$ cat src/rtl/mips_ctrl_pkg.sv
// Shared MIPS control definitions: ALU operation codes, opcode/funct encodings and the
// control bundle passed from decode to execute.
package mips_ctrl_pkg;

  localparam logic [2:0] ALU_AND  = 3'b000;
  localparam logic [2:0] ALU_OR   = 3'b001;
  localparam logic [2:0] ALU_ADD  = 3'b010;
  localparam logic [2:0] ALU_ANDN = 3'b100;
  localparam logic [2:0] ALU_ORN  = 3'b101;
  localparam logic [2:0] ALU_SUB  = 3'b110;
  localparam logic [2:0] ALU_SLT  = 3'b111;

  localparam logic [5:0] OP_RTYPE = 6'b000000;
  localparam logic [5:0] OP_J     = 6'b000010;
  localparam logic [5:0] OP_BEQ   = 6'b000100;
  localparam logic [5:0] OP_ADDI  = 6'b001000;
  localparam logic [5:0] OP_SLTI  = 6'b001010;
  localparam logic [5:0] OP_ANDI  = 6'b001100;
  localparam logic [5:0] OP_ORI   = 6'b001101;
  localparam logic [5:0] OP_LW    = 6'b100011;
  localparam logic [5:0] OP_SW    = 6'b101011;

  localparam logic [5:0] FN_ADD = 6'b100000;
  localparam logic [5:0] FN_SUB = 6'b100010;
  localparam logic [5:0] FN_AND = 6'b100100;
  localparam logic [5:0] FN_OR  = 6'b100101;
  localparam logic [5:0] FN_SLT = 6'b101010;

  typedef struct packed {
    logic [2:0] alu_control;
    logic       alu_src;
    logic       reg_dst;
    logic       reg_write;
    logic       mem_write;
    logic       mem_to_reg;
    logic       branch;
    logic       jump;
  } ctrl_t;

  // Bubble: no side effects, ALU left on add so code 011 can never appear.
  localparam ctrl_t CTRL_BUBBLE = '{
    alu_control: ALU_ADD,
    alu_src:     1'b0,
    reg_dst:     1'b0,
    reg_write:   1'b0,
    mem_write:   1'b0,
    mem_to_reg:  1'b0,
    branch:      1'b0,
    jump:        1'b0
  };

endpackage

$ cat src/rtl/alu_op_decoder.sv
// Combinational opcode/funct decoder producing the control bundle and an illegal flag.
module alu_op_decoder
  import mips_ctrl_pkg::*;
(
  input  logic [5:0] opcode_i,
  input  logic [5:0] funct_i,
  output ctrl_t      ctrl_o,
  output logic       illegal_o
);

  always_comb begin
    ctrl_o    = CTRL_BUBBLE;
    illegal_o = 1'b0;
    unique case (opcode_i)
      OP_RTYPE: begin
        ctrl_o.reg_dst   = 1'b1;
        ctrl_o.reg_write = 1'b1;
        unique case (funct_i)
          FN_ADD:  ctrl_o.alu_control = ALU_ADD;
          FN_SUB:  ctrl_o.alu_control = ALU_SUB;
          FN_AND:  ctrl_o.alu_control = ALU_AND;
          FN_OR:   ctrl_o.alu_control = ALU_OR;
          FN_SLT:  ctrl_o.alu_control = ALU_SLT;
          default: begin
            ctrl_o    = CTRL_BUBBLE;
            illegal_o = 1'b1;
          end
        endcase
      end
      OP_LW: begin
        ctrl_o.alu_src    = 1'b1;
        ctrl_o.reg_write  = 1'b1;
        ctrl_o.mem_to_reg = 1'b1;
      end
      OP_SW: begin
        ctrl_o.alu_src   = 1'b1;
        ctrl_o.mem_write = 1'b1;
      end
      OP_BEQ: begin
        ctrl_o.alu_control = ALU_SUB;
        ctrl_o.branch      = 1'b1;
      end
      OP_ADDI: begin
        ctrl_o.alu_src   = 1'b1;
        ctrl_o.reg_write = 1'b1;
      end
      OP_ANDI: begin
        ctrl_o.alu_control = ALU_AND;
        ctrl_o.alu_src     = 1'b1;
        ctrl_o.reg_write   = 1'b1;
      end
      OP_ORI: begin
        ctrl_o.alu_control = ALU_OR;
        ctrl_o.alu_src     = 1'b1;
        ctrl_o.reg_write   = 1'b1;
      end
      OP_SLTI: begin
        ctrl_o.alu_control = ALU_SLT;
        ctrl_o.alu_src     = 1'b1;
        ctrl_o.reg_write   = 1'b1;
      end
      OP_J: ctrl_o.jump = 1'b1;
      default: illegal_o = 1'b1;
    endcase
  end

endmodule

$ cat src/rtl/alu_decode_stage.sv
// Decode-stage control unit with the ID/EX control register and stall/flush handling.
// Optional illegal-instruction trap support is built when ALU_ILLEGAL_TRAP_EN is defined.
module alu_decode_stage
  import mips_ctrl_pkg::*;
#(
  parameter int unsigned CNT_W = 8
) (
  input  logic             clk,
  input  logic             reset,
  input  logic [31:0]      instrD,
  input  logic             validD,
  input  logic             stall,
  input  logic             flush,
  output logic             validE,
  output logic [2:0]       aluControlE,
  output logic             aluSrcE,
  output logic             regDstE,
  output logic             regWriteE,
  output logic             memWriteE,
  output logic             memToRegE,
  output logic             branchE,
  output logic             jumpE,
  output logic             illegalE,
  output logic [CNT_W-1:0] illegalCount
);

  ctrl_t dec_ctrl;
  logic  dec_illegal;
  logic  unused_instr;

  assign unused_instr = ^instrD[25:6];

  alu_op_decoder u_op_decoder (
    .opcode_i  (instrD[31:26]),
    .funct_i   (instrD[5:0]),
    .ctrl_o    (dec_ctrl),
    .illegal_o (dec_illegal)
  );

  ctrl_t ctrl_d, ctrl_q;
  logic  valid_d, valid_q;
  logic  load;

  // Flush beats stall; a fresh decode is taken only when neither is asserted.
  assign load = !flush && !stall;

  always_comb begin
    ctrl_d  = ctrl_q;
    valid_d = valid_q;
    if (flush || (load && !validD)) begin
      ctrl_d  = CTRL_BUBBLE;
      valid_d = 1'b0;
    end else if (load) begin
      ctrl_d  = dec_ctrl;
      valid_d = 1'b1;
    end
  end

  always_ff @(posedge clk or posedge reset) begin
    if (reset) begin
      ctrl_q  <= CTRL_BUBBLE;
      valid_q <= 1'b0;
    end else begin
      ctrl_q  <= ctrl_d;
      valid_q <= valid_d;
    end
  end

  assign validE      = valid_q;
  assign aluControlE = ctrl_q.alu_control;
  assign aluSrcE     = ctrl_q.alu_src;
  assign regDstE     = ctrl_q.reg_dst;
  assign regWriteE   = ctrl_q.reg_write;
  assign memWriteE   = ctrl_q.mem_write;
  assign memToRegE   = ctrl_q.mem_to_reg;
  assign branchE     = ctrl_q.branch;
  assign jumpE       = ctrl_q.jump;

`ifdef ALU_ILLEGAL_TRAP_EN
  logic             illegal_d, illegal_q;
  logic [CNT_W-1:0] cnt_d, cnt_q;
  logic             count_en;

  assign count_en = load && validD && dec_illegal;

  always_comb begin
    illegal_d = illegal_q;
    cnt_d     = cnt_q;
    if (flush) begin
      illegal_d = 1'b0;
    end else if (load) begin
      illegal_d = validD && dec_illegal;
    end
    if (count_en && (cnt_q != {CNT_W{1'b1}})) begin
      cnt_d = cnt_q + CNT_W'(1);
    end
  end

  always_ff @(posedge clk or posedge reset) begin
    if (reset) begin
      illegal_q <= 1'b0;
      cnt_q     <= '0;
    end else begin
      illegal_q <= illegal_d;
      cnt_q     <= cnt_d;
    end
  end

  assign illegalE     = illegal_q;
  assign illegalCount = cnt_q;
`else
  logic unused_illegal;

  assign unused_illegal = dec_illegal;
  assign illegalE       = 1'b0;
  assign illegalCount   = '0;
`endif

endmodule

$ cat config.mk
export PLATFORM = sky130hd
export DESIGN_NAME = alu_decode_stage
export DESIGN_NICKNAME = d
export VERILOG_FILES = /design/src/rtl/mips_ctrl_pkg.sv /design/src/rtl/alu_op_decoder.sv /design/src/rtl/alu_decode_stage.sv
export SDC_FILE = /design/constraint.sdc
export NUM_CORES = 1
export LEC_CHECK = 0
export ABC_AREA = 1
export CORE_UTILIZATION = 37
export DETAILED_ROUTE_END_ITERATION = 8
export HOLD_SLACK_MARGIN = 0.08
export PLACE_DENSITY_LB_ADDON = 0.3
export SLEW_MARGIN = 20
export SYNTH_ARGS = -nofsm -noshare
export SYNTH_HDL_FRONTEND = slang
export SYNTH_SLANG_ARGS = --single-unit
$ cat constraint.sdc
create_clock -name clk -period 1.42 [get_ports clk]
set_input_delay 0.284 -clock clk [delete_from_list [all_inputs] [get_ports clk]]
set_output_delay 0.284 -clock clk [all_outputs]
set_load 0.01 [all_outputs]
=== After elaboration in Yosys (flattened, before gate mapping) ===
Cells that the tools add are included.

* Bits in registers: 11
* Input port bits: 37
* Word-level logic and storage cells: 47

* Equality and inequality tests: 13
* Multiplexer cells: 14
* Reductions and logical operators: 11

{| class="wikitable"
|+ Operators with widths
! kind !! number
|-
| == test 6 bit (second input constant) || 7
|-
| == test 6 x 4 -> 1 bit (second input constant) || 4
|-
| 2-to-1 mux 10 bit || 2
|-
| one-hot mux 3 bit (5 select lines) || 1
|-
| one-hot mux 1 bit (2 select lines) || 6
|-
| one-hot mux 3 bit (4 select lines) || 1
|-
| OR reduction 5 bit || 2
|-
| == test 6 x 2 -> 1 bit (second input constant) || 1
|-
| == test 6 x 3 -> 1 bit (second input constant) || 1
|-
| logical NOT 6 bit || 1
|-
| 2-to-1 mux 6 bit || 1
|-
| OR reduction 6 bit || 1
|-
| logical NOT 1 bit || 3
|-
| 2-to-1 mux 1 bit || 3
|-
| logical AND 1 bit || 2
|-
| nonzero test 2 bit || 1
|-
| logical OR 1 bit || 1
|}

=== Depth between registers and ports, before layout ===
* Depth after elaboration: 6
* Mapped depth: 9

=== Hierarchy ===
From an unflattened synthesis, not the netlist that was laid out.

* Cells, all modules: 126
* Area, all modules: 810.8 um2

{| class="wikitable"
|+ Modules (own cells, without submodules)
! module !! times used !! cells an instance !! area an instance (um2) !! seq. area each (um2)
|-
| alu_decode_stage || 1 || 64 || 530.5 || 276.5
|-
| alu_op_decoder || 1 || 62 || 280.3 || 0.0
|}

=== Worst setup path after synthesis ===
Ideal clock, no wire load.

* Path type: in2reg
* Start point: in instrD[31]
* End point: reg ctrl_q (netlist bit regWriteE)
* Setup time: 67 ps
* Arrival time: 887 ps
* Data required time: 1353 ps
* Path slack: 467 ps
* Stages: 7
* Buffers on the path: 0
* Cell sequence: nor2_4 -> nand2_1 -> nor2_2 -> inv_2 -> nor2_4 -> o21ai_2 -> nand3_2

* Word-level cells in the longest chain between the ends: 5
* Elaborated cells between the ends (all ways): 10

{| class="wikitable"
|+ Ends and longest elaborated chain
! element !! line !! source
|-
| start: declaration || alu_decode_stage.sv:10 || <nowiki>input logic [31:0] instrD,</nowiki>
|-
| == test 6 bit or == test 6 x 4 -> 1 bit (tied branches) || alu_op_decoder.sv:14 || <nowiki>unique case (opcode_i)</nowiki>
|-
| OR reduction 5 bit (no line) || - ||
|-
| one-hot mux 1 bit (2 select lines) (*) || alu_op_decoder.sv:14 ||
|-
| 2-to-1 mux 10 bit (*) || alu_decode_stage.sv:53 || <nowiki>end else if (load) begin</nowiki>
|-
| 2-to-1 mux 10 bit (*) || alu_decode_stage.sv:50 || <nowiki>if (flush || (load && !validD)) begin</nowiki>
|-
| end signal: assignment || alu_decode_stage.sv:64 || <nowiki>ctrl_q <= ctrl_d;</nowiki>
|-
| end: declaration || alu_decode_stage.sv:40 || <nowiki>ctrl_t ctrl_d, ctrl_q;</nowiki>
|}

Every way passes the cells marked *; elsewhere a longest branch is shown, timed or not. The select of a mux whose other input is x is not followed.
A chain may end at the register's enable or synchronous reset.

=== Worst setup path in the final report ===
* Start point: reg ctrl_q (netlist bit aluControlE[1])
* End point: out aluControlE[1]

{| class="wikitable"
|+ RTL lines
! element !! line !! source
|-
| end: declaration || alu_decode_stage.sv:15 || <nowiki>output logic [2:0] aluControlE,</nowiki>
|}

No word-level cell between the ends.

==> results.sh <==
export IMPL_fmax_mhz=735
export IMPL_synth_cell_types=20
export IMPL_min_period_over_period_pct=95.9
export IMPL_clock_sinks=11
export IMPL_ir_drop_uv=317
export IMPL_drtPass1Iterations=4
export IMPL_wirelength_um=1620
export IMPL_combPwrFrac_pct=22.5
export IMPL_core_area_um2=2020
export IMPL_ys_warn_count=0
export IMPL_vias=833
export IMPL_die_w_um=48.9
export IMPL_synth_seq_area_share_pct=34.0
export IMPL_yosys_area_share_xor_xnor_pct=0
export IMPL_grt_overflow=0
export IMPL_holdWs_ps=304
export IMPL_synth_compound_area_share_pct=6.00
export IMPL_fillers=189
export IMPL_antenna_found_initial=0
export IMPL_die_area_um2=2390
export IMPL_area_growth_syn_to_layout_pct=41.7
export IMPL_cts_clk_slew_worst_paths_ps=70
export IMPL_synth_seq_cells=11
export IMPL_postCtsHoldBufs=0
export IMPL_die_h_um=48.9
export IMPL_place_congestion=0.759
export IMPL_crit_arrival_ps=1080
export IMPL_antenna_left=0
export IMPL_power_leakage_nw=0.644
export IMPL_hpwl_um=1360
export IMPL_grt_usage_pct=15.3
export IMPL_cts_max_path_buffers=2
export IMPL_maxSlewViolCount=0
export IMPL_cts_root_buf="clkbuf_4"
export IMPL_crit_path_max_fanout=2
export IMPL_critPathKind="flip-flop to primary output"
export IMPL_drc=0
export IMPL_drtIter0Drc=12
export IMPL_syn_area_um2=813
export IMPL_p_clk_share_pct=30.9
export IMPL_synth_top_family_by_area="simple AND/OR/NAND/NOR gates"
export IMPL_status="finished clean"
export IMPL_wire_per_inst_um=8.64
export IMPL_period_needed_ps=1360
export IMPL_layout_commonest_cell="nand2_1"
export IMPL_rsz0062_at_grt="true"
export IMPL_syn_inst=122
export IMPL_power_mw=0.684
export IMPL_synthAdderAreaFrac_pct=0
export IMPL_p_sw_mw=0.187
export IMPL_grt_pass1_vias=729
export IMPL_p_int_mw=0.497
export IMPL_cts_setup_buffers=0
export IMPL_hp_class="input pin to asynchronous set/reset pin"
export IMPL_grt_max_degree=12
export IMPL_switching_share_pct=27.3
export IMPL_start_util_pct=40.2
export IMPL_cts_made_buffers=3
export IMPL_crit_family="flip-flops"
export IMPL_slowest_delay_ps=530
export IMPL_crit_path_end_kind="primary output"
export IMPL_maxCapViolCount=0
export IMPL_nets=198
export IMPL_drive_above_1_share_pct=16.9
export IMPL_synth_simple_area_share_pct=42.9
export IMPL_cp_num_buf_inv=1
export IMPL_cts_htree_levels=1
export IMPL_synthMuxAreaShare_pct=0
export IMPL_hold_viol=0
export IMPL_final_cell_mix="33 x nand2_1, 16 x nor2_1, 16 x clkdlybuf4s50_1"
export IMPL_setup_viol=0
export IMPL_avgViaCountPerCell=4.45
export IMPL_crit_slowest_cell="dfstp_2"
export IMPL_fin_util_pct=57.0
export IMPL_row_count=16
export IMPL_cp_start_kind="flip-flop"
export IMPL_synth_avg_cell_area_um2=6.67
export IMPL_cp_cell_sequence="dlygate4sd2_1"
export IMPL_ios=57
export IMPL_io_buffers=27
export IMPL_cts_tree="done"
export IMPL_cp_required_ps=1140
export IMPL_n_antenna_cell=0
export IMPL_fin_skew_ps=0
export IMPL_grt_pass1_wl_um=2770
export IMPL_clk_latency_ps=270
export IMPL_power_density_nw_per_um2=594
export IMPL_seqPwrFrac_pct=46.6
[path summary, 6_finish.rpt]
path	startpoint	endpoint	slack, ps	cells past startpoint
hold reg to reg	validE$_DFFE_PP0P_	validE$_DFFE_PP0P_	470	2
max in group asynchronous	reset	aluControlE[1]$_DFFE_PP1P_	800	2
setup reg to reg	aluControlE[1]$_DFFE_PP1P_	aluControlE[1]$_DFFE_PP1P_	680	2
min in group clk	validE$_DFFE_PP0P_	validE$_DFFE_PP0P_	470	2
hold / removal	reset	memToRegE$_DFFE_PP0P_	300	2
setup / recovery	aluControlE[1]$_DFFE_PP1P_	aluControlE[1]	60	1
[synthesized netlist by cell type (all sizes together)]
cell | instances | area [um2]
nand2 | 35 | 136
nor3 | 1 | 5.00
nand3 | 14 | 75.1
a22o | 1 | 8.76
o21ai | 5 | 32.5
o21bai | 1 | 7.51
inv | 16 | 60.1
conb | 1 | 3.75
nor2 | 23 | 114
buf | 9 | 67.6
dfrtp | 10 | 250
clkinv | 2 | 7.51
nand4 | 3 | 18.8
dfstp | 1 | 26.3
[kinds of logic after synthesis]
kind of cell           after synthesis
AO/OA/AOI/OAI                        7
buffers and inverters               27
other                                1
flip-flops                          11
AND/OR/NAND/NOR                     76
[registers in the layout (all words and copies together), names as in the netlist]
register,count
aluSrcE,1
memToRegE,1
aluControlE,3
regDstE,1
branchE,1
memWriteE,1
regWriteE,1
validE,1
jumpE,1
[power by group through the flow]
stage	combinational [mW]	clock, mW	sequential (mW)
after floorplan	0.0878	0	0.326
after global placement	0.154	0	0.324
after detailed placement	0.156	0	0.324
after CTS	0.154	0.217	0.318
after global routing	0.171	0.236	0.319
final	0.154	0.212	0.318
[layout make-up]
class | instances | area (um2) | share of cell area (%)
repair buffers | 35 | 317 | 27.5
clock buffers | 4 | 26.3 | 2.28
multi-input cells | 92 | 432 | 37.5
well taps | 27 | 33.8 | 2.93
flip-flops and latches | 11 | 277 | 24.0
inverters | 18 | 67.6 | 5.86
[worst reg2reg max path, delay by kind of cell (launching register included)]
family / cells / cell delay [ps]
flops: 1 / 530
simple gates: 2 / 150
[per-stage QoR]
stage	setup TNS, ps	setup slack [ps]	std cells	cell area, um2
after global placement	-1000	-142	183	1140
after floorplan	0	467	130	843
after global routing	-7.78	-4.43	187	1150
after detailed placement	-1230	-170	183	1140
final	0	58.9	187	1150
after CTS	0	43.3	187	1150
[what timing repair did]
| item | 4_1_cts | 5_1_grt |
|---|---|---|
| pin swaps | 0 | 0 |
| setup endpoints to repair | 11 | 2 |
| resized for setup | 11 | 0 |
[per-layer routing]
metal  up-vias  share of wire [%]  track usage (%)
met2        36                 50             26.6
met1       347                 41             16.8
met3         4                6.6             3.74
li1        446                  -                -
met4         0                2.5             8.82
met5         -                  0                0
Power figures use the tool's default switching activity.
